--- config.mk ---
export PLATFORM = sky130hd
export DESIGN_NAME = radix6_input_sorter_flat
export DESIGN_NICKNAME = d
export VERILOG_FILES = /design/src/rtl/radix6_input_sorter_if.sv /design/src/rtl/radix6_input_sorter.sv /design/src/flat_wrapper.sv
export SDC_FILE = /design/constraint.sdc
export NUM_CORES = 1
export LEC_CHECK = 0
export ABC_AREA = 1
export CORE_MARGIN = 5
export CORE_UTILIZATION = 38
export DETAILED_ROUTE_END_ITERATION = 10
export SYNTH_ARGS = -nofsm -noshare
export SYNTH_HDL_FRONTEND = slang
export SYNTH_SLANG_ARGS = --single-unit
--- constraint.sdc ---
create_clock -name clk -period 7.93 [get_ports clk]
set_clock_uncertainty 0.2 [all_clocks]
set_input_delay 1.586 -clock clk [delete_from_list [all_inputs] [get_ports clk]]
set_output_delay 1.586 -clock clk [all_outputs]
set_load 0.03 [all_outputs]
--- src/rtl/radix6_input_sorter_if.sv ---
// Sample-in / triplet-out bus of the radix-6 input sorter.
// in_valid qualifies in_sof/in_re/in_img; out_valid qualifies a/b/c and out_grp; there is no ready (no backpressure).
interface radix6_input_sorter_if #(
  parameter int DATA_W = 32
);
  logic              in_valid;
  logic              in_sof;
  logic [DATA_W-1:0] in_re;
  logic [DATA_W-1:0] in_img;
  logic              out_valid;
  logic              out_grp;
  logic [DATA_W-1:0] a_re;
  logic [DATA_W-1:0] a_img;
  logic [DATA_W-1:0] b_re;
  logic [DATA_W-1:0] b_img;
  logic [DATA_W-1:0] c_re;
  logic [DATA_W-1:0] c_img;
  logic              frame_done;
  logic              sof_err;

  modport master (
    output in_valid, in_sof, in_re, in_img,
    input  out_valid, out_grp, a_re, a_img, b_re, b_img, c_re, c_img,
    input  frame_done, sof_err
  );

  modport slave (
    input  in_valid, in_sof, in_re, in_img,
    output out_valid, out_grp, a_re, a_img, b_re, b_img, c_re, c_img,
    output frame_done, sof_err
  );
endinterface

--- src/rtl/radix6_input_sorter.sv ---
// Collects 6-sample frames into a ping-pong buffer and emits each frame as an
// even triplet (x0,x2,x4) then an odd triplet (x1,x3,x5) for the radix-3 stage.
module radix6_input_sorter #(
  parameter int DATA_W = 32
) (
  input  logic                  clk,
  input  logic                  rst,
  radix6_input_sorter_if.slave  io,
  output logic [1:0]            rd_state_dbg
);

  typedef enum logic [1:0] {
    IDLE = 2'd0,
    GRP0 = 2'd1,
    GRP1 = 2'd2
  } rd_state_e;

  rd_state_e         state_q, state_d;
  logic [2:0]        wr_cnt_q, wr_cnt_d;
  logic              wr_bank_q, wr_bank_d;
  logic              rd_bank_q, rd_bank_d;
  logic [1:0]        full_q, full_d;
  logic [1:0]        full_set, full_clr;
  logic              out_valid_q, out_valid_d;
  logic              out_grp_q, out_grp_d;
  logic              frame_done_q, frame_done_d;
  logic              sof_err_q, sof_err_d;
  logic [DATA_W-1:0] a_re_q, a_re_d, a_img_q, a_img_d;
  logic [DATA_W-1:0] b_re_q, b_re_d, b_img_q, b_img_d;
  logic [DATA_W-1:0] c_re_q, c_re_d, c_img_q, c_img_d;
  logic              wr_en;
  logic [2:0]        wr_slot;
  logic [DATA_W-1:0] bank_re_q  [2][6];
  logic [DATA_W-1:0] bank_img_q [2][6];

  // Write side: a sof restarts the current bank at slot 0, discarding any partial frame.
  always_comb begin
    wr_cnt_d  = wr_cnt_q;
    wr_bank_d = wr_bank_q;
    full_set  = 2'b00;
    sof_err_d = 1'b0;
    wr_en     = 1'b0;
    wr_slot   = wr_cnt_q;
    if (io.in_valid) begin
      wr_en = 1'b1;
      if (io.in_sof) begin
        wr_slot   = 3'd0;
        wr_cnt_d  = 3'd1;
        sof_err_d = (wr_cnt_q != 3'd0);
      end else if (wr_cnt_q == 3'd5) begin
        full_set[wr_bank_q] = 1'b1;
        wr_bank_d           = ~wr_bank_q;
        wr_cnt_d            = 3'd0;
      end else begin
        wr_cnt_d = wr_cnt_q + 3'd1;
      end
    end
  end

  // Read side: two-cycle emission per frame, release of the bank on the odd triplet.
  always_comb begin
    state_d      = state_q;
    rd_bank_d    = rd_bank_q;
    full_clr     = 2'b00;
    out_valid_d  = 1'b0;
    out_grp_d    = out_grp_q;
    frame_done_d = 1'b0;
    a_re_d       = a_re_q;
    a_img_d      = a_img_q;
    b_re_d       = b_re_q;
    b_img_d      = b_img_q;
    c_re_d       = c_re_q;
    c_img_d      = c_img_q;
    case (state_q)
      IDLE: begin
        if (full_q[rd_bank_q]) state_d = GRP0;
      end
      GRP0: begin
        out_valid_d = 1'b1;
        out_grp_d   = 1'b0;
        a_re_d      = bank_re_q[rd_bank_q][3'd0];
        a_img_d     = bank_img_q[rd_bank_q][3'd0];
        b_re_d      = bank_re_q[rd_bank_q][3'd2];
        b_img_d     = bank_img_q[rd_bank_q][3'd2];
        c_re_d      = bank_re_q[rd_bank_q][3'd4];
        c_img_d     = bank_img_q[rd_bank_q][3'd4];
        state_d     = GRP1;
      end
      GRP1: begin
        out_valid_d         = 1'b1;
        out_grp_d           = 1'b1;
        frame_done_d        = 1'b1;
        a_re_d              = bank_re_q[rd_bank_q][3'd1];
        a_img_d             = bank_img_q[rd_bank_q][3'd1];
        b_re_d              = bank_re_q[rd_bank_q][3'd3];
        b_img_d             = bank_img_q[rd_bank_q][3'd3];
        c_re_d              = bank_re_q[rd_bank_q][3'd5];
        c_img_d             = bank_img_q[rd_bank_q][3'd5];
        full_clr[rd_bank_q] = 1'b1;
        rd_bank_d           = ~rd_bank_q;
        state_d             = full_q[~rd_bank_q] ? GRP0 : IDLE;
      end
      default: state_d = IDLE;
    endcase
    // Set and clear always target different banks, so the order is immaterial.
    full_d = (full_q & ~full_clr) | full_set;
  end

  always_ff @(posedge clk or posedge rst) begin
    if (rst) begin
      state_q      <= IDLE;
      wr_cnt_q     <= 3'd0;
      wr_bank_q    <= 1'b0;
      rd_bank_q    <= 1'b0;
      full_q       <= 2'b00;
      out_valid_q  <= 1'b0;
      out_grp_q    <= 1'b0;
      frame_done_q <= 1'b0;
      sof_err_q    <= 1'b0;
      a_re_q       <= '0;
      a_img_q      <= '0;
      b_re_q       <= '0;
      b_img_q      <= '0;
      c_re_q       <= '0;
      c_img_q      <= '0;
    end else begin
      state_q      <= state_d;
      wr_cnt_q     <= wr_cnt_d;
      wr_bank_q    <= wr_bank_d;
      rd_bank_q    <= rd_bank_d;
      full_q       <= full_d;
      out_valid_q  <= out_valid_d;
      out_grp_q    <= out_grp_d;
      frame_done_q <= frame_done_d;
      sof_err_q    <= sof_err_d;
      a_re_q       <= a_re_d;
      a_img_q      <= a_img_d;
      b_re_q       <= b_re_d;
      b_img_q      <= b_img_d;
      c_re_q       <= c_re_d;
      c_img_q      <= c_img_d;
    end
  end

  // Sample storage carries no reset; its contents are only read behind a full flag.
  always_ff @(posedge clk) begin
    if (wr_en) begin
      bank_re_q[wr_bank_q][wr_slot]  <= io.in_re;
      bank_img_q[wr_bank_q][wr_slot] <= io.in_img;
    end
  end

  // The read side always frees a bank before the writer wraps back onto it.
  assert property (@(posedge clk) disable iff (rst) !(io.in_valid && full_q[wr_bank_q]))
    else $error("write into a bank that is still full");

  assign io.out_valid  = out_valid_q;
  assign io.out_grp    = out_grp_q;
  assign io.frame_done = frame_done_q;
  assign io.sof_err    = sof_err_q;
  assign io.a_re       = a_re_q;
  assign io.a_img      = a_img_q;
  assign io.b_re       = b_re_q;
  assign io.b_img      = b_img_q;
  assign io.c_re       = c_re_q;
  assign io.c_img      = c_img_q;
  assign rd_state_dbg  = state_q;

endmodule

--- src/flat_wrapper.sv ---
// flat-port wrapper written by rule: the top's interface ports become plain ports
module radix6_input_sorter_flat 
#(
  parameter int DATA_W = 32
)
  (clk, rst, rd_state_dbg, io_in_valid, io_in_sof, io_in_re, io_in_img, io_out_valid, io_out_grp, io_a_re, io_a_img, io_b_re, io_b_img, io_c_re, io_c_img, io_frame_done, io_sof_err);
  radix6_input_sorter_if #(.DATA_W(DATA_W)) io_i ();
  input  logic clk;
  input  logic rst;
  output logic [1:0] rd_state_dbg;
  input wire logic [$bits(io_i.in_valid)-1:0] io_in_valid;
  input wire logic [$bits(io_i.in_sof)-1:0] io_in_sof;
  input wire logic [$bits(io_i.in_re)-1:0] io_in_re;
  input wire logic [$bits(io_i.in_img)-1:0] io_in_img;
  output wire logic [$bits(io_i.out_valid)-1:0] io_out_valid;
  output wire logic [$bits(io_i.out_grp)-1:0] io_out_grp;
  output wire logic [$bits(io_i.a_re)-1:0] io_a_re;
  output wire logic [$bits(io_i.a_img)-1:0] io_a_img;
  output wire logic [$bits(io_i.b_re)-1:0] io_b_re;
  output wire logic [$bits(io_i.b_img)-1:0] io_b_img;
  output wire logic [$bits(io_i.c_re)-1:0] io_c_re;
  output wire logic [$bits(io_i.c_img)-1:0] io_c_img;
  output wire logic [$bits(io_i.frame_done)-1:0] io_frame_done;
  output wire logic [$bits(io_i.sof_err)-1:0] io_sof_err;
  assign io_i.in_valid = io_in_valid;
  assign io_i.in_sof = io_in_sof;
  assign io_i.in_re = io_in_re;
  assign io_i.in_img = io_in_img;
  assign io_out_valid = io_i.out_valid;
  assign io_out_grp = io_i.out_grp;
  assign io_a_re = io_i.a_re;
  assign io_a_img = io_i.a_img;
  assign io_b_re = io_i.b_re;
  assign io_b_img = io_i.b_img;
  assign io_c_re = io_i.c_re;
  assign io_c_img = io_i.c_img;
  assign io_frame_done = io_i.frame_done;
  assign io_sof_err = io_i.sof_err;
  radix6_input_sorter #(.DATA_W(DATA_W)) u_core (.clk(clk), .rst(rst), .io(io_i), .rd_state_dbg(rd_state_dbg));
endmodule
; Yosys cells after proc, flatten, opt, wreduce, memory -nomap -nowiden
; Memory sizes are Yosys's and may differ from the RTL's.
; Index checks and enable logic that the tools add are counted.
[word_totals]
output_inout_bits = 198
memories = 2
register_bits = 205
elab_cells = 79
romBits = 0
mem_bits_rw = 768
latch_bits = 0
[memory_table]
columns = memory, words, word_bits, rd, rd_clocked_by_memory_dff, wr, line
row1 = u_core.bank_img_q, 2, 192, 1, 0, 1, radix6_input_sorter.sv:34  ; logic [DATA_W-1:0] bank_img_q [2][6];
row2 = u_core.bank_re_q, 2, 192, 1, 0, 1, radix6_input_sorter.sv:33  ; logic [DATA_W-1:0] bank_re_q [2][6];
[classes]
eq_ne = 4
addsub = 1
shifts = 0
mul = 0
n_div = 0
n_lt_le_gt_ge = 7
n_bitwise = 7
n_reduce_logical = 8
n_mux = 35
[op_table]
columns = operator, n
row1 = case mux 32 bit (2 select lines), 6
row2 = 2-to-1 mux 192 bit, 1
row3 = demux 32 bit (select 3 bit), 1
row4 = 2-to-1 mux 32 bit, 1
row5 = 2-to-1 mux 1 bit, 13
row6 = 2-to-1 mux 3 bit, 4
row7 = 2-to-1 mux 2 bit, 5
row8 = "< comparator 1 x 2 -> 1 bit, second input constant", 3
row9 = case mux 2 bit (3 select lines), 1
row10 = "greater-or-equal comparator 4 bit, second input constant", 1
row11 = "< comparator 4 x 1 -> 1 bit, second input constant", 1
row12 = NOT 3 -> 4 bit, 1
row13 = "adder 3 x 1 -> 3 bit, second input constant", 1
row14 = "equality test 3 bit, second input constant", 1
row15 = logical AND 1 bit, 3
row16 = NOT 1 bit, 3
row17 = AND reduction 3 bit, 1
row18 = nonzero test 3 bit, 1
row19 = AND 2 bit, 1
row20 = demux 1 bit (select 1 bit), 2
row21 = "equality test 2 x 1 -> 1 bit, second input constant", 1
row22 = "equality test 2 bit, second input constant", 1
row23 = "greater-or-equal comparator 1 bit, second input constant", 2
row24 = logical NOT 2 bit, 1
row25 = 6 further kinds, 6

; Longest topological paths before layout
; Gate-level depths: netlist (run 1).
[logic_depth]
ltp_word = 8
mapped_depth = 10
ltp_nobuf = 8

; Worst setup path after synthesis (run 1)
; No wires, ideal clock.
[synth_timing]
path_type = input-to-reg
start = input io_in_valid
end = memory u_core.bank_img_q[0][32] (netlist name) (enable)
stages = 3
arrival_time_ns = 7.835
setup_ns = 0.644
required_time_ns = 7.086
path_slack_ns = -0.749
path_cell_list = nand2_1 -> nand2_1 -> nor4_1
[synth_via]
elab_chain_cells = 7
word_cells_on_any_way = 10
[synth_lines]
columns = element, line
row1 = from (decl), flat_wrapper.sv:11  ; input wire logic [$bits(io_i.in_valid)-1:0] io_in_valid;
row2 = 2-to-1 mux 3 bit, radix6_input_sorter.sv:44  ; if (io.in_valid) begin
row3 = NOT 3 -> 4 bit (implied by the code), radix6_input_sorter.sv:149  ; bank_img_q[wr_bank_q][wr_slot] <= io.in_img;
row4 = greater-or-equal comparator 4 bit (implied by the code) / < comparator 4 x 1 -> 1 bit (equally long branches), radix6_input_sorter.sv:149
row5 = logical AND 1 bit (implied by the code), radix6_input_sorter.sv:149
row6 = 2-to-1 mux 32 bit (implied by the code), radix6_input_sorter.sv:149
row7 = demux 32 bit (select 3 bit), radix6_input_sorter.sv:149
row8 = 2-to-1 mux 192 bit (implied by the code) (*), radix6_input_sorter.sv:149
row9 = to (decl), radix6_input_sorter.sv:34
; Mark *: on every way between the ends. The rest lies on a longest branch, timed or not.

; Worst setup path after layout (run 1)
[layout_timing]
start = input io_in_valid
end = memory u_core.bank_img_q[0][181] (netlist name) (enable)
; Same word-level chain as after synthesis.

==> results of run 1 <==
-- sequential cells by signal, summed over array words and instances (netlist names) --
signal and flops:
u_core.io.c_img 32, u_core.io.b_re 32, u_core.bank_re_q 384, u_core.wr_cnt_q 3
u_core.rd_state_dbg 2, u_core.io.b_img 32, u_core.wr_bank_q 1, u_core.io.sof_err 1
u_core.io.out_grp 1, u_core.full_q 2, u_core.io.a_re 32, u_core.io.a_img 32
u_core.io.c_re 32, u_core.bank_img_q 384, u_core.io.out_valid 1, u_core.io.frame_done 1
u_core.rd_bank_q 1
-- routing by layer --
layer	routed length, um	track usage, %
met1	40120	23.66
met2	44300	29.18
met3	4787	2.869
met4	2596	5.886
met5	13	0
-- cell families (layout without fill, tap and decap cells) --
logic type	count (synthesis)	in the layout	share of synthesized area (%)
buffers and inverters	288	622	3.322
AO/OA/AOI/OAI	125	125	2.528
other	0	4	0
flip-flops	973	973	76.77
adder cells (fa/ha/maj)	4	4	0.1363
AND/OR/NAND/NOR	1615	1615	17.24
-- worst max path at each step --
stage,from,end,slack (ns),depth (start not counted)
6_report,io_in_valid,u_core.bank_img_q[0][181],3.89,6
5_1_grt,io_in_valid,u_core.bank_img_q[0][181],3.72,6
4_1_cts,io_in_valid,u_core.bank_img_q[0][181],3.88,6
3_5_place_dp,io_in_valid,u_core.bank_re_q[0][169],3.17,6
3_3_place_gp,io_in_valid,u_core.bank_re_q[0][173],3.17,6
2_1_floorplan,io_in_valid,u_core.bank_img_q[0][32],-0.75,3
-- layout make-up --
cell class                      instances  area, um2
Clock inverter                         37      426.7
Timing Repair Buffer                  298       2950
Tap cell                             1276       1597
Inverter                              138      539.3
Clock buffer                          149       2818
Fill cell                            8596      52350
Antenna cell                            4      10.01
Sequential cell                       973      28200
Multi-Input combinational cell       1744       7395
-- worst reg2reg max path, stage by stage (launching register included) --
cell and delay (ns):
dfrtp_1 0.42, inv_1 0.11, ha_4 0.73, inv_6 0.38, nor2_4 0.53, buf_4 0.82
o211ai_1 0.23, nand3_1 0.15
-- power breakdown --
group	internal [mW]	leakage, nW	switching (mW)	total (mW)
combinational	1.80	5.99	3.81	5.61
clock	2.72	1.58	1.91	4.63
sequential	6.25	9.47	0.599	6.85
-- cell usage after synthesis (7+ instances only) --
cell type  number
buf_2          57
buf_4          16
clkbuf_1       71
dfrtp_1       205
edfxtp_1      768
inv_1         133
nand2_1      1398
nand3_1       200
nor2_1          7
o211ai_1      119
-- layout by cell type (no fill, tap or decap), drive strengths merged --
cell           instances
nand2               1398
edfxtp               768
clkdlybuf4s50        265
dfrtp                205
nand3                200
clkbuf               149
inv                  140
o211ai               119
buf                   33
clkinv                25
nor2                   9
bufinv                 8
nor3                   5
diode                  4
ha                     4
o21ai                  2
nor4                   2
clkinvlp               2
a31oi                  1
a22oi                  1
nand4                  1
a21oi                  1
o22ai                  1
-- per-stage QoR --
| stage | std cells | power (mW) | util, % |
|---|---|---|---|
| after floorplan | 3005 | 10.25 | - |
| after global placement | 4429 | 12.60 | 42.25 |
| after detailed placement | 4429 | 12.68 | 42.25 |
| after CTS | 4615 | 17.33 | 45.62 |
| after global routing | 4617 | 17.99 | 45.62 |
| final | 4619 | 17.09 | 45.63 |
==> metrics.md, run 1 <==
| Metric | Value |
|---|---|
| CP max stage delay | 0.71 ns |
| CP cell instances | clkdlybuf4s50_1 > nand2_1 > o21ai_0 > nand2_1 > nor2_4 > buf_4 |
| R2r setup slk | 4.28 ns |
| DP HPWL | 50,330 um |
| Cell area after layout | 0.04393 mm2 |
| Setup WS post-layout | 3.889 ns |
| I/O Pins | 266 |
| Most used cell, CP | nand2_1 |
| Main synth FF type | edfxtp_1 |
| Post-CTS Setup Inserts | 0 |
| Critical path data arrival time | 4.11 ns |
| Cell family with most CP delay | buffers and inverters |
| Drt initial violations | 1,786 |
| Worst IR Drop VDD | 358.8 uV |
| Clock slew at reported path FFs | 0.06 ns |
| Via density per instance | 4.855 |
| Setup crit start kind | input port |
| Measured slew at the worst slew-check pin | 1.143 ns |
| Post-CTS Resized | 0 |
| WP data required | 8.00 ns |
| Row cnt | 114 |
| Vias post-DR | 22,426 |
| CTS Hold Bufs | 0 |
| Die width | 320.9 um |
| WHS Endpoint | u_core.io.c_re[5] |
| Initial antenna violation count | 5 |
| Wirelength, routed | 91,820 um |
| R2r endpoint | u_core.io.a_img[21] |
| Post-synth top area share | 62.80% |
| Slew Viols, Final | 0 |
| Drt first pass iters | 5 |
| Post-synth EDFFs | 768 |
| Cell taking the most area after synthesis | edfxtp_1 |
| Ratio of cells with drive above 1 in the final layout | 5.900% |
| Synth-to-Final Area Change | 19.63% |
| H-Tree Depth | 3 |
| Top cells by area, synth | edfxtp_1 63%, nand2_1 14%, dfrtp_1 14% |
| Power Density | 389.1 mW/mm2 |
| Avg Cell Area, Syn | 12.22 um2 |
| Post-synthesis cell count | 3,005 |
| Layout Nets | 3,326 |
| Synth unique cells | 23 |
| Initial Util | 38.14% |
| First-pass GRT wire length | 137,800 um |
| Crit path time final | 4.041 ns |
| Buffers on Ports | 265 |
| Slew HR | 23.82% |
| Crit end category | flip-flop |
| DRC errors left | 0 |
| Highest Clock Rate | 247.5 MHz |
| Die span in y | 320.9 um |
| Post-synth ARST share | 21.07% |
| Sequential area share after synthesis | 76.77% |
| Clk sinks | 973 |
| Pleak | 17.04 nW |
| Setup slack at placement | 3.165 ns |
| Vias in the first global route | 21,866 |
| GRT Overall Usage | 17.52% |
| Period Utilization, post-route | 50.96% |
| Clk buf depth | 3 |
| Final setup TNS | 0 ns |
| Worst reg2reg path startpoint | u_core.rd_state_dbg[0] |
| Seq cells post-synth | 973 |
| Clk Latency, worst-skew pair | 0.66 ns |
| Status | finished, final reports clean |
| Routed len/inst | 19.88 um |
| Routability cong. | 0.7389 |
| Core footprint | 0.09628 mm2 |
| Dpl cell area | 0.04068 mm2 |
| Bufs and invs on worst path | 2 |
| Pin count of the biggest net entering global routing | 176 |
| Antenna Violating Nets Remaining | 0 |
| Worst hold margin | 0.2806 ns |
| Hold path start | u_core.bank_re_q[0][37] |
| Clock Root Buffer | clkbuf_16 |
| Syn Nets | 3,077 |
| Worst Reg-to-Reg Cells | 7 |
| RSZ-0062 raised after global routing | no |
| Clock buffer count from CTS | 99 |
| GR Overflow Total | 0 |
| Class of the worst hold path | flip-flop to flip-flop |
| Synth Cell Area | 0.03672 mm2 |
| Hold Violations, Final | 0 |
| Depth of the worst hold-timing path | 2 |
| Die area | 0.1030 mm2 |
| Yosys synthesis warning count | 0 |
| Final setup vio count | 0 |
| # Max-Cap Violations | 0 |
| Crit path kind | input port to flip-flop |
| CTS tree | yes |
| Worst-path maximum fanout | 39 |
| Slowest cell on crit path | nor2_4 |
No activity file was read; power rests on OpenSTA's default activity.
==> inputs of run 2 (changes only) <==
==> constraint.sdc (replaced) <==
create_clock -name clk -period 4.1 [get_ports clk]
set_clock_uncertainty 0.2 [all_clocks]
set_input_delay 0.82 -clock clk [delete_from_list [all_inputs] [get_ports clk]]
set_output_delay 0.82 -clock clk [all_outputs]
set_load 0.03 [all_outputs]
==> run 2 against run 1 <==
Net effect:
- via count grew 0.19%
- sequential cell count did not move
- critical endpoint is now io_c_img[29]
- largest power group unchanged
- register-to-register slack worse by 3.0 ns
==> metrics.md, run 2 (same netlist as run 1, synthesis figures left out) <==
| Metric | Value |
|---|---|
| Status | finished, final reports clean |
| Ratio of cells with drive above 1 in the final layout | 6.528% (+0.63 points) |
| R2r endpoint | u_core.io.b_img[3] |
| Vias post-DR | 22,468 (+0.19%) |
| Measured slew at the worst slew-check pin | 0.9654 ns (-0.1773 ns) |
| Post-CTS Resized | 0 (unchanged) |
| Post-CTS Setup Inserts | 0 (unchanged) |
| CTS tree | yes |
| Sw Pwr | 12.34 mW (+95%) |
| Hold Violations, Final | 0 (unchanged) |
| Via density per instance | 4.851 (about the same) |
| First-pass GRT wire length | 140,600 um (+2.1%) |
| Die area | 0.1030 mm2 (unchanged) |
| CP max stage delay | 0.76 ns (+0.05 ns) |
| Critical path depth in cells | 1 (-5) |
| Clock share of power | 27.1% (about the same) |
| GRT Overall Usage | 17.89% (+0.37 points) |
| Bufs and invs on worst path | 1 (-1) |
| Layout Nets | 3,340 (+0.42%) |
| GR Util met1 | 24.34% (+0.68 points) |
| # Max-Cap Violations | 0 (unchanged) |
| Clock slew at reported path FFs | 0.06 ns (about the same) |
| Top Registers | u_core.bank_img_q x384, u_core.bank_re_q x384 |
| Cell family with most CP delay | buffers and inverters |
| Overall Power | 33.17 mW (+94%) |
| GR Overflow Total | 0 (unchanged) |
| Pin count of the biggest net entering global routing | 144 (-18%) |
| Power Density | 749.6 mW/mm2 (+93%) |
| Combinational fraction of design power | 32.9% (about the same) |
| WP data required | 3.08 ns (-4.92 ns) |
| Core footprint | 0.09628 mm2 (unchanged) |
| Global routing's busiest layer | met2 |
| Fillers | 8,631 (+0.41%) |
| Final setup TNS | 0 ns (unchanged) |
| Setup crit start kind | flip-flop |
| Row cnt | 114 (unchanged) |
| CP cell instances | clkdlybuf4s50_1 |
| Die span in y | 320.9 um (unchanged) |
| Slowest cell on crit path | clkdlybuf4s50_1 |
| Drt first pass iters | 7 (+2) |
| Final setup vio count | 0 (unchanged) |
| Clock Root Buffer | clkbuf_16 |
| Met2 usage | 29.89% (+0.72 points) |
| Routed len/inst | 20.17 um (+1.4%) |
| Dpl cell area | 0.04099 mm2 (+0.77%) |
| Vias in the first global route | 21,823 (-0.20%) |
| Crit path kind | flip-flop to primary output |
| Commonest non-fill, non-tap cells in the layout | 1,398 x nand2_1, 768 x edfxtp_1, 265 x clkdlybuf4s50_1, 204 x dfrtp_1, 200 x nand3_1 |
| Worst IR Drop VDD | 647.7 uV (+80%) |
| Class of the worst hold path | flip-flop to flip-flop |
| Drt initial violations | 1,582 (-11%) |
| Slew Viols, Final | 0 (unchanged) |
| Clk Latency, worst-skew pair | 0.68 ns (+0.02 ns) |
| Clk buf depth | 3 (unchanged) |
| Worst reg2reg path startpoint | u_core.rd_state_dbg[0] |
| Clock buffer count from CTS | 100 (+1.0%) |
| Period Utilization, post-route | 72.17% |
| Pleak | 17.18 nW (+0.81%) |
| Worst Reg-to-Reg Cells | 7 (unchanged) |
| Highest Clock Rate | 338.0 MHz |
| Worst-path maximum fanout | 2 (-95%) |
| Register share of total power | 40.1% (about the same) |
| Wirelength, routed | 93,410 um (+1.7%) |
| Leading cell type in the layout, fill and taps excluded | nand2_1 |
| Synth-to-Final Area Change | 20.51% |
| H-Tree Depth | 3 (unchanged) |
| Slew HR | 35.64% (+12 points) |
| Initial Util | 38.14% (unchanged) |
| Critical path data arrival time | 1.94 ns (-2.17 ns) |
| R2r setup slk | 1.26 ns (-3.02 ns) |
| Crit path time final | 2.959 ns |
| DRC errors left | 0 (unchanged) |
| Die width | 320.9 um (unchanged) |
| Clk sinks | 973 (unchanged) |
| Crit end category | primary output |
| Placed Cells incl. Taps | 4,442 (+0.29%) |
| Cell area after layout | 0.04425 mm2 (+0.73%) |
| I/O Pins | 266 (unchanged) |
| RSZ-0062 raised after global routing | no |
| CTS Hold Bufs | 0 (unchanged) |
| Met3 Use GR | 2.882% (+0.013 points) |
| Routability cong. | 0.7498 (+1.5%) |
| DP HPWL | 54,610 um (+8.5%) |
| CP Launch Point | u_core.io.c_img[29] |
| Fin cells | 4,632 (+0.28%) |
| Antenna Violating Nets Remaining | 0 (unchanged) |
| Switching Fraction | 37.21% (+0.23 points) |
| Initial antenna violation count | 2 (-3) |
| Cell Int Power | 20.83 mW (+93%) |
| Worst setup path endpoint | io_c_img[29] |
| Buffers on Ports | 265 (unchanged) |
-- run 2: changes by cell type in the layout (fill, tap and decap cells not counted), moves of 3 or more --
cell       previous run  this run
diode_2               4         1
inv_4                 0         3
clkbuf_8             11        15
clkbuf_1             37        30
bufinv_16             8         5
buf_12                4        19
-- run 2: worst min path at each step --
stage                              startpoint  slack (ns)             endpoint  depth (start not counted)
detailed placement        u_core.io.c_img[14]        0.28  u_core.io.c_img[14]                          2
global placement     u_core.bank_img_q[0][35]        0.28   u_core.io.c_img[3]                          2
global route          u_core.bank_re_q[0][97]        0.31    u_core.io.b_re[1]                          2
CTS                 u_core.bank_img_q[0][124]        0.30  u_core.io.b_img[28]                          2
floorplan                    u_core.full_q[0]        0.27     u_core.full_q[0]                          2
finish                u_core.bank_re_q[0][51]        0.29   u_core.io.c_re[19]                          2
-- run 2: power groups by stage --
stage	clock [mW]	combinational, mW	sequential (mW)
4_1_cts	9.17	11.2	13.4
3_3_place_gp	0	11.0	13.5
6_report	8.98	10.9	13.3
2_1_floorplan	0	5.11	14.7
5_1_grt	9.59	12.0	13.4
3_5_place_dp	0	11.1	13.5
-- run 2: metal layers --
metal  vias to the layer above  part of all wire (%)
met5                         -                 0.014
met3                       132                   5.2
li1                      10654                     -
met1                     11092                    43
met4                         2                   2.8
met2                       588                    49
-- run 2: cell type report --
class / count / area [um2] / area share, %
Clock inverter: 43 / 416.7 / 0.9415
Sequential cell: 973 / 28200 / 63.71
Tap cell: 1276 / 1597 / 3.608
Antenna cell: 1 / 2.502 / 0.005655
Inverter: 138 / 541.8 / 1.224
Timing Repair Buffer: 311 / 3236 / 7.311
Multi-Input combinational cell: 1744 / 7418 / 16.76
Clock buffer: 146 / 2846 / 6.432
-- run 2: through the flow --
| step | hold WS [ns] | setup slack (ns) | util, % |
|---|---|---|---|
| after global placement | 0.2819 | 0.7495 | 42.57 |
| after global routing | 0.3126 | 1.068 | 45.96 |
| after floorplan | 0.2697 | -2.184 | - |
| after CTS | 0.2965 | 1.067 | 45.96 |
| final | 0.2888 | 1.141 | 45.96 |
| after detailed placement | 0.2836 | 0.7573 | 42.57 |
